**src/rtl/iq_quantizer_rs.sv**
```systemverilog
// I/Q quantizer: round-half-up (or floor), drop SHIFT LSBs, saturate to OUT_W bits, 2-stage pipe.
// Define QUANTIZER_SAT_CNT_EN to build the saturated-beat counter (satCount / satClr).
module iq_quantizer_rs #(
    parameter int unsigned IN_W     = 16,
    parameter int unsigned OUT_W    = 8,
    parameter int unsigned SHIFT    = 8,
    parameter bit          ROUND_EN = 1'b1
) (
    input  logic                 clk,
    input  logic                 rst,
    input  logic [2*IN_W-1:0]    inData,
    input  logic                 inValid,
    output logic                 inReady,
    output logic [2*OUT_W-1:0]   outData,
    output logic                 outValid,
    input  logic                 outReady,
    output logic [1:0]           outSat,
    input  logic                 satClr,
    output logic [31:0]          satCount
);

    localparam int unsigned RW = IN_W + 1;

    localparam logic [RW-1:0] RndV =
        (ROUND_EN && SHIFT > 0) ? (RW'(1) << (SHIFT - 1)) : '0;
    localparam logic signed [RW-1:0] MaxV =
        {{(IN_W - OUT_W + 2){1'b0}}, {(OUT_W - 1){1'b1}}};
    localparam logic signed [RW-1:0] MinV =
        {{(IN_W - OUT_W + 2){1'b1}}, {(OUT_W - 1){1'b0}}};

    logic                   ce;
    logic [1:0][RW-1:0]     acc_d, acc_q;
    logic                   v1_d, v1_q;
    logic signed [RW-1:0]   shifted [2];
    logic [2*OUT_W-1:0]     out_data_d, out_data_q;
    logic [1:0]             out_sat_d, out_sat_q;
    logic                   out_valid_d, out_valid_q;

    // Stalls only when the output beat is held by the consumer; empty slots always fill.
    assign ce      = !out_valid_q || outReady;
    assign inReady = ce;

    // Stage 1: sign-extend by one bit and add the rounding offset, so the sum cannot wrap.
    always_comb begin
        acc_d = acc_q;
        v1_d  = v1_q;
        if (ce) begin
            for (int c = 0; c < 2; c++) begin
                acc_d[c] = {inData[c*IN_W + IN_W - 1], inData[c*IN_W +: IN_W]} + RndV;
            end
            v1_d = inValid;
        end
    end

    // Stage 2: arithmetic shift then clamp to the signed OUT_W range.
    always_comb begin
        out_data_d  = out_data_q;
        out_sat_d   = out_sat_q;
        out_valid_d = out_valid_q;
        for (int c = 0; c < 2; c++) begin
            shifted[c] = $signed(acc_q[c]) >>> SHIFT;
        end
        if (ce) begin
            out_valid_d = v1_q;
            for (int c = 0; c < 2; c++) begin
                if (shifted[c] > MaxV) begin
                    out_data_d[c*OUT_W +: OUT_W] = MaxV[OUT_W-1:0];
                    out_sat_d[c]                 = 1'b1;
                end else if (shifted[c] < MinV) begin
                    out_data_d[c*OUT_W +: OUT_W] = MinV[OUT_W-1:0];
                    out_sat_d[c]                 = 1'b1;
                end else begin
                    out_data_d[c*OUT_W +: OUT_W] = shifted[c][OUT_W-1:0];
                    out_sat_d[c]                 = 1'b0;
                end
            end
        end
    end

    always_ff @(posedge clk or negedge rst) begin
        if (!rst) begin
            acc_q       <= '0;
            v1_q        <= 1'b0;
            out_data_q  <= '0;
            out_sat_q   <= '0;
            out_valid_q <= 1'b0;
        end else begin
            acc_q       <= acc_d;
            v1_q        <= v1_d;
            out_data_q  <= out_data_d;
            out_sat_q   <= out_sat_d;
            out_valid_q <= out_valid_d;
        end
    end

    assign outData  = out_data_q;
    assign outSat   = out_sat_q;
    assign outValid = out_valid_q;

`ifdef QUANTIZER_SAT_CNT_EN
    logic [31:0] sat_cnt_d, sat_cnt_q;

    // Clear has priority over a same-cycle increment; the count sticks at all-ones.
    always_comb begin
        sat_cnt_d = sat_cnt_q;
        if (satClr) begin
            sat_cnt_d = '0;
        end else if (out_valid_q && outReady && (|out_sat_q) && (sat_cnt_q != '1)) begin
            sat_cnt_d = sat_cnt_q + 32'd1;
        end
    end

    always_ff @(posedge clk or negedge rst) begin
        if (!rst) begin
            sat_cnt_q <= '0;
        end else begin
            sat_cnt_q <= sat_cnt_d;
        end
    end

    assign satCount = sat_cnt_q;
`else
    logic unused_sat_clr;
    assign unused_sat_clr = satClr;
    assign satCount       = '0;
`endif

endmodule

```
**config.mk**
```make
export PLATFORM = sky130hd
export DESIGN_NAME = iq_quantizer_rs
export DESIGN_NICKNAME = d
export VERILOG_FILES = /design/src/rtl/iq_quantizer_rs.sv
export SDC_FILE = /design/constraint.sdc
export NUM_CORES = 1
export LEC_CHECK = 0
export BUFFER_PORTS_ARGS = -buffer_cell sky130_fd_sc_hd__buf_2
export CAP_MARGIN = 30
export CORE_ASPECT_RATIO = 0.5
export CORE_MARGIN = 5
export CORE_UTILIZATION = 43
export CTS_CLUSTER_SIZE = 28
export DETAILED_ROUTE_END_ITERATION = 8
export PLACE_DENSITY = 0.76
export SETUP_SLACK_MARGIN = 0.2
export SYNTH_ARGS = -nofsm -noshare
export SYNTH_HDL_FRONTEND = slang
export SYNTH_SLANG_ARGS = --single-unit
export TNS_END_PERCENT = 1
```
**constraint.sdc**
```tcl
create_clock -name clk -period 1.3 [get_ports clk]
set_input_delay 0.065 -clock clk [delete_from_list [all_inputs] [get_ports clk]]
set_output_delay 0.065 -clock clk [all_outputs]
set_load 0.02 [all_outputs]
```
# After elaboration in Yosys (flattened, before gate mapping)
# Cells that the tools add are included.
[op_classes] add_sub_neg=2 reduce_logical=2 magnitude_cmp=4 mux=8
[ops] cell="$add A16 B9 Y17 const B" count=2
[ops] cell="$mux W8" count=4
[ops] cell="$gt A9 B8 Y1 const B" count=2
[ops] cell="$lt A9 B8 Y1 const B" count=2
[ops] cell="$mux W1" count=4
[ops] cell="$logic_not A1 Y1" count=1
[ops] cell="$logic_or A1 B1 Y1" count=1
[word_totals] regBits=54 out_inout_bits=52 input_bits=37

# Depth between registers and ports, before layout
# Gate-level depths: netlist (run 1).
[logic_depth] word_depth=3 ltp_mapped=6

# Worst setup path before layout (run 1)
# No wires, ideal clock.
[synth_timing] kind="flip-flop to flip-flop" start="reg out_valid_q, in the netlist outValid" end="reg acc_q[12] (netlist bit)" n_path_buf=2 setup_ns=0.136 path_slack_ns=-0.048 path_stages_with_launch=6 t_arrival_ns=1.212 path_cell_list="dfrtp_1 > and2b_1 > inv_2 > buf_4 > buf_2 > a31oi_1"
[synth_between] elab_chain_len=2
[synth_rtl] element="from (decl)" line="37" text="logic out_valid_d, out_valid_q;"
[synth_rtl] element="from (signal assigned)" line="92" text="out_valid_q <= out_valid_d;"
[synth_rtl] element="$logic_not A1 Y1" line="40" text="assign ce = !out_valid_q || outReady;"
[synth_rtl] element="$logic_or A1 B1 Y1" line="40"
[synth_rtl] element="named net inReady" line="13" text="output logic inReady,"
[synth_rtl] element="to (signal assigned)" line="82" text="acc_q <= '0;"
[synth_rtl] element="to (signal assigned)" line="88" text="acc_q <= acc_d;"
[synth_rtl] element="to (decl)" line="32" text="logic [1:0][RW-1:0] acc_d, acc_q;"
# The timed path passes the listed nets, and every way through them passes these cells.
# A chain may end at the register's enable or synchronous reset.

# Worst setup path in the final report (run 1)
[layout_timing] start="reg out_valid_q, in the netlist outValid" end="reg out_data_q[8], in the netlist outData[8]"
[layout_between] elab_chain_len=2
[layout_rtl] element="$logic_not A1 Y1" line="40"
[layout_rtl] element="$logic_or A1 B1 Y1" line="40"
[layout_rtl] element="to (signal assigned)" line="90" text="out_data_q <= out_data_d;"
[layout_rtl] element="to (decl)" line="35" text="logic [2*OUT_W-1:0] out_data_d, out_data_q;"
# Every way passes these cells.

==> results.tsv, run 1 <==
stage	metric	value	unit
floorplanning	initial_core_util	43.70	%
synthesis	yosysTopAreaCell	dfrtp_1	
timing	maxSlewViolCount	0	
power_and_ir_drop	switchingPower	1.217	mW
synthesis	synth_top_cell_area_share	44.94	%
floorplanning	io_pins	89	
floorplanning	core_area	4842	µm²
finish	syn2layout_area_growth	16.50	%
cts	cts_made_buffers	5	
power_and_ir_drop	power.internal	2.421	mW
timing	hold_violations	0	
synthesis	netlist_top_cells_area	dfrtp_1 (45%), buf_4 (12%), nand2_1 (6.2%), o21ai_0 (3.8%), maj3_1 (3.3%)	
setup_path	r2r_slack	30	ps
floorplanning	dieArea	6508	µm²
route	drt_iter0_drc	24	
timing	whs	47.48	ps
power_and_ir_drop	seq_power_share	43.6	%
placement	place_inst	325	
setup_path	crit_chain	and2b_2 -> inv_4 -> buf_4 -> mux2_2	
timing	rsz0062_at_grt	true	
setup_path	critPathLaunchType	flip-flop	
synthesis	syn_area	2116	µm²
cts	cts_max_path_buffers	2	
setup_path	crit_buf_inv	2	
min_path	worstHoldStart	inData[15]	
route	ant_nets	0	
synthesis	synth.distinct_cells	32	
setup_path	reg2regPathDepth	4	
power_and_ir_drop	vdd_drop_max	0.0005835	V
power_and_ir_drop	power_leakage	1.184	nW
min_path	hold_end	acc_q[16]	
setup_path	cp_top_family	flip-flops	
global_routing	track_usage	14.23	%
cts	clock_sinks	38	
cts	cts_tree	built	
setup_path	cp.arrival	1450	ps
setup_path	slowest_stage	dfrtp_1	
setup_path	reg2reg_to	outData[8]	
cts	cts_root_buf	clkbuf_8	
synthesis	syn-instance-count	221	
setup_path	crit_path_max_incr_delay	370	ps
min_path	hold_depth	3	
floorplanning	rows	18	
synthesis	ys_ff_latch	38	
route	wire_per_inst	12.44	µm
run_status	status	finished, final reports clean	
setup_path	rr_startpoint	outValid	
finish	drive_above_1_share	26.49	%
cts	htreeDepth	2	
route	drcViolationCount	0	
finish	final_cells	338	
timing	max_freq	0.7890	GHz
setup_path	worstPathRequired	1480	ps
run	maxCapViolations	0	
timing	period_share	97.50	%
global_routing	overflow	0	
power_and_ir_drop	finalPower	3.639	mW
finish	diodes	0	
setup_path	path_class	reg2reg	
synthesis	avgSynthCellArea	9.574	µm²
placement	dpl_worst_slack	3.091	ps
global_routing	grt_max_degree	39	
min_path	hold_path.class	in2reg	
power_and_ir_drop	switching_share	33.45	%
finish	nNetsFinal	306	
setup_path	cp-end-kind	flip-flop	
global_routing	grt_pass1_wl	7.058	mm
timing	final.setup.worst_slack	32.55	ps
route	vias	1577	
power_and_ir_drop	comb_power_share	29.3	%
route	drt_wl_total	4.205	mm
route	first_pass_iters	4	
global_routing	antenna_found_initial	0	
setup_path	cp_num_cells	4	
timing	finClkSkew	4.030	ps
synthesis	yosysSeqAreaShare	44.94	%
floorplanning	die_w	109.2	µm
route	via_per_inst	4.666	
placement	gp_congestion	0.8099	
setup_path	worst-path-max-fanout	4	
placement	port_buffers	41	
cts	clk_latency	290	ps
global_routing	grt_pass1_vias	1615	
timing	min_period	1267	ps
placement	placed_cell_area	2287	µm²
timing	setup_viol	0	
finish	design_area	2465	µm²
power_and_ir_drop	clkPwrFrac	27.1	%
cts	path_clk_slew	70	ps
power_and_ir_drop	pwr_density_cell	1476	nW/µm²
floorplanning	fp.dieH	59.60	µm
placement	place_hpwl	3.061	mm
synthesis	yosysWarnings	0	
[how the worst max path moves through the flow]
stage | from | to
final | outValid | outData[8]
after global routing | outValid | outData[8]
after CTS | outValid | inReady
after detailed placement | outValid | acc_q[16]
after global placement | outValid | acc_q[16]
after floorplan | outValid | outData[10]
[metal layers]
layer,vias to the layer above,GRT usage [%],wire length (µm)
li1,781,-,-
met1,720,15.72,1792
met2,64,25.57,1946
met3,12,3.700,341
met4,0,7.638,125
met5,-,0,0
[through the flow]
| stage | utilization, % | setup TNS [ps] |
|---|---|---|
| 2_1_floorplan | - | 0 |
| 3_3_place_gp | 47.24 | 0 |
| 3_5_place_dp | 47.24 | 0 |
| 4_1_cts | 50.75 | 0 |
| 5_1_grt | 50.90 | -33.37 |
| 6_report | 50.90 | 0 |
[Yosys cell counts, drive strengths merged]
master,instances
o21ai,17
nand2b,1
a21o,7
a31oi,7
and2b,1
inv,4
conb,1
clkbuf,4
nand4,2
or3,7
o311ai,2
nand3,9
xor2,4
maj3,7
o211ai,1
xnor2,4
dfrtp,38
nand2,35
nor2,14
a211oi,7
ha,2
or4,1
mux2,7
buf,39
[worst reg2reg max path, cell delays in order, from the launching register on]
cell and delay, ps:
dfrtp_1 370, and2b_2 230, inv_4 90, buf_4 140
mux2_2 330
[area by class of cell]
cell class,count,area (µm²)
Fill cell,450,2377
Multi-Input combinational cell,167,967.2
Sequential cell,38,952.2
Timing Repair Buffer,51,331.6
Tap cell,70,87.58
Clock buffer,5,68.82
Clock inverter,3,40.04
Inverter,4,17.52
[power groups by stage]
| stage | sequential, mW | clock (mW) | combinational (mW) |
|---|---|---|---|
| CTS | 1.59 | 1.01 | 1.08 |
| global placement | 1.60 | 0 | 1.01 |
| global route | 1.63 | 1.06 | 1.17 |
| floorplan | 1.75 | 0 | 0.646 |
| detailed placement | 1.62 | 0 | 1.04 |
| finish | 1.59 | 0.986 | 1.07 |
[cell usage in the layout, fill, tap and decap left out, types with 2 or more instances in the layout]
master	instances
mux2_4	5
nand3_1	8
conb_1	32
mux2_2	2
nand2_1	35
a31oi_1	7
clkinv_2	2
ha_1	2
buf_2	40
a211oi_1	7
a21o_1	7
xor2_1	4
xnor2_1	4
maj3_1	7
buf_6	3
o21ai_1	2
nor2_1	14
dlygate4sd3_1	2
buf_12	2
o21ai_0	15
inv_1	2
nand4_2	2
buf_4	3
dfrtp_1	37
or3_1	7
clkbuf_8	5
[state kept, by name, indices dropped and copies added (netlist names)]
signal	cells
v1_q	1
acc_q	18
outData	16
outSat	2
outValid	1
[kinds of logic after synthesis]
kind of cell             after synthesis  synth area share [%]
AO/OA/AOI/OAI                         41                 12.24
XOR/XNOR                               8                 3.311
adder cells (fa/ha/maj)                9                 4.494
buffers and inverters                 47                 15.79
flip-flops                            38                 44.94
multiplexers                           7                 3.725
other                                  1                0.1772
AND/OR/NAND/NOR                       70                 15.32
[repair_timing]
item	4_1_cts	5_1_grt
resized for setup	7	3
pin swaps	0	2
hold buffers	2	0
endpoints found under the setup margin	30	36
endpoints found under the hold margin	39	0
setup buffers	3	0
(Power assumes the default switching activity.)
==> run 2, diff against run 1 <==
CORE_ASPECT_RATIO = 1.1   (was 0.5)
==> run 2 against run 1 <==
  * Setup slack gained 14 ps
  * Via count fell by 2.4%
  * Clock skew increased by 3.1 ps
  * Worst hold slack better by 8.5 ps
  * Utilization increased by 1.1 points
  * Sequential cell count unchanged
  * Critical endpoint is now acc_q[15]
  * Largest cell class unchanged
  * Highest routed layer unchanged
==> results.tsv, run 2 (synthesis results as in run 1) <==
stage	metric	value	unit
run_status	status	finished, final reports clean	
placement	place_hpwl	3.058	mm
route	via_per_inst	4.765	
route	drt-met1-wl	1.667	mm
global_routing	grt_pass1_wl	6.948	mm
finish	final_cells	323	
setup_path	crit_chain	and2b_2 -> or4_4 -> nand3_2	
global_routing	antenna_found_initial	0	
min_path	hold_depth	3	
finish	utilization	52.02	%
timing	setup_viol	0	
floorplanning	io_pins	89	
setup_path	crit_path_max_incr_delay	520	ps
cts	htreeDepth	2	
cts	path_clk_slew	80	ps
route	drt_iter0_drc	79	
timing	finalSetupTns	0	ps
cts	clk_latency	290	ps
setup_path	cp.arrival	1480	ps
finish	syn2layout_area_growth	15.97	%
cts	cts_made_buffers	5	
timing	rsz0062_at_grt	true	
global_routing	grt_pass1_vias	1538	
cts	clock_sinks	38	
floorplanning	fp.dieH	83.57	µm
finish	nNetsFinal	306	
power_and_ir_drop	pwr_density_cell	1492	nW/µm²
setup_path	critPathLaunchType	flip-flop	
cts	cts_max_path_buffers	2	
placement	placed_cell_area	2257	µm²
min_path	hold_path.class	in2reg	
finish	final_common_cell	buf_2	
setup_path	r2r_slack	50	ps
timing	min_period	1254	ps
setup_path	rr_startpoint	outValid	
timing	period_share	96.45	%
floorplanning	rows	26	
floorplanning	dieArea	6425	µm²
route	vias	1539	
timing	max_freq	0.7976	GHz
run	maxCapViolations	0	
timing	hold_violations	0	
setup_path	worstPathRequired	1530	ps
floorplanning	die_w	76.88	µm
route	wire_per_inst	12.63	µm
finish	largest_reg_flops	18	
route	drt_wl_total	4.081	mm
global_routing	grt_max_degree	26	
route	first_pass_iters	5	
finish	drive_above_1_share	27.72	%
setup_path	slowest_stage	or4_4	
route	met3WireLength	365	µm
setup_path	reg2regPathDepth	3	
timing	finClkSkew	7.087	ps
route	met2_length	1.969	mm
cts	cts_tree	built	
power_and_ir_drop	power_leakage	1.183	nW
setup_path	worst-path-max-fanout	4	
finish	top_register	acc_q	
finish	mostFrequentLayoutCells	buf_2 (40), dfrtp_1 (36), nand2_1 (35)	
route	drcViolationCount	0	
timing	maxSlewViolCount	0	
floorplanning	initial_core_util	44.85	%
setup_path	reg2reg_to	acc_q[15]	
global_routing	overflow	0	
min_path	worstHoldStart	inData[31]	
placement	port_buffers	41	
power_and_ir_drop	vdd_drop_max	0.0004866	V
route	highest_layer	met4	
finish	diodes	0	
placement	place_inst	311	
placement	gp_congestion	0.8468	
min_path	hold_end	acc_q[33]	
floorplanning	core_area	4717	µm²
global_routing	track_usage	13.24	%
setup_path	cp-end-kind	flip-flop	
setup_path	path_class	reg2reg	
placement	dpl_worst_slack	-19.77	ps
timing	final.setup.worst_slack	46.20	ps
cts	cts_root_buf	clkbuf_8	
finish	design_area	2454	µm²
route	ant_nets	0	
## run 2: critical path: cells and delay by family, from the launching register on
| family | cells | cell delay, ps |
|---|---|---|
| flops | 1 | 370 |
| simple gates | 3 | 830 |
## run 2: what timing repair did
action,in CTS,in global routing
setup endpoints to repair,29,34
gates cloned,0,0
resized for setup,2,8
pin swaps,0,1
setup buffers,1,2
endpoints found under the hold margin,17,0
hold buffers,2,0
## run 2: where the power goes
group / internal [mW] / switching [mW] / leakage (nW)
combinational: 0.434 / 0.626 / 0.681
sequential: 1.42 / 0.163 / 0.445
clock: 0.614 / 0.404 / 0.0573
total: 2.47 / 1.19 / 1.18
## run 2: routing by layer
layer  up-vias  global-route usage (%)
met3         6                   4.428
met1       692                   15.42
met4         0                   5.564
met2        59                   22.01
li1        782                       -
met5         -                       0
## run 2: area by class of cell
cell class                      count  area (µm²)
Inverter                            4       20.02
Sequential cell                    38       953.4
Clock buffer                        6       82.58
Multi-Input combinational cell    167       980.9
Clock inverter                      1       30.03
Timing Repair Buffer               51       316.6
Tap cell                           56       70.07
Fill cell                         425        2263
## run 2: metrics by stage
stage | total power [mW] | hold slack [ps]
after floorplan | 2.391 | -230.6
after global placement | 2.600 | 15.38
after detailed placement | 2.630 | 28.21
after CTS | 3.665 | 53.19
after global routing | 3.887 | 68.73
final | 3.661 | 55.94
## run 2: worst max path at each step
stage / start / endpoint / slack [ps] / depth (start not counted)
2_1_floorplan: outValid / outData[10] / 10 / 4
3_3_place_gp: outValid / outData[8] / 20 / 3
3_5_place_dp: outValid / acc_q[32] / -20 / 5
4_1_cts: outValid / inReady / 20 / 3
5_1_grt: outValid / acc_q[15] / 20 / 3
6_report: outValid / acc_q[15] / 50 / 3
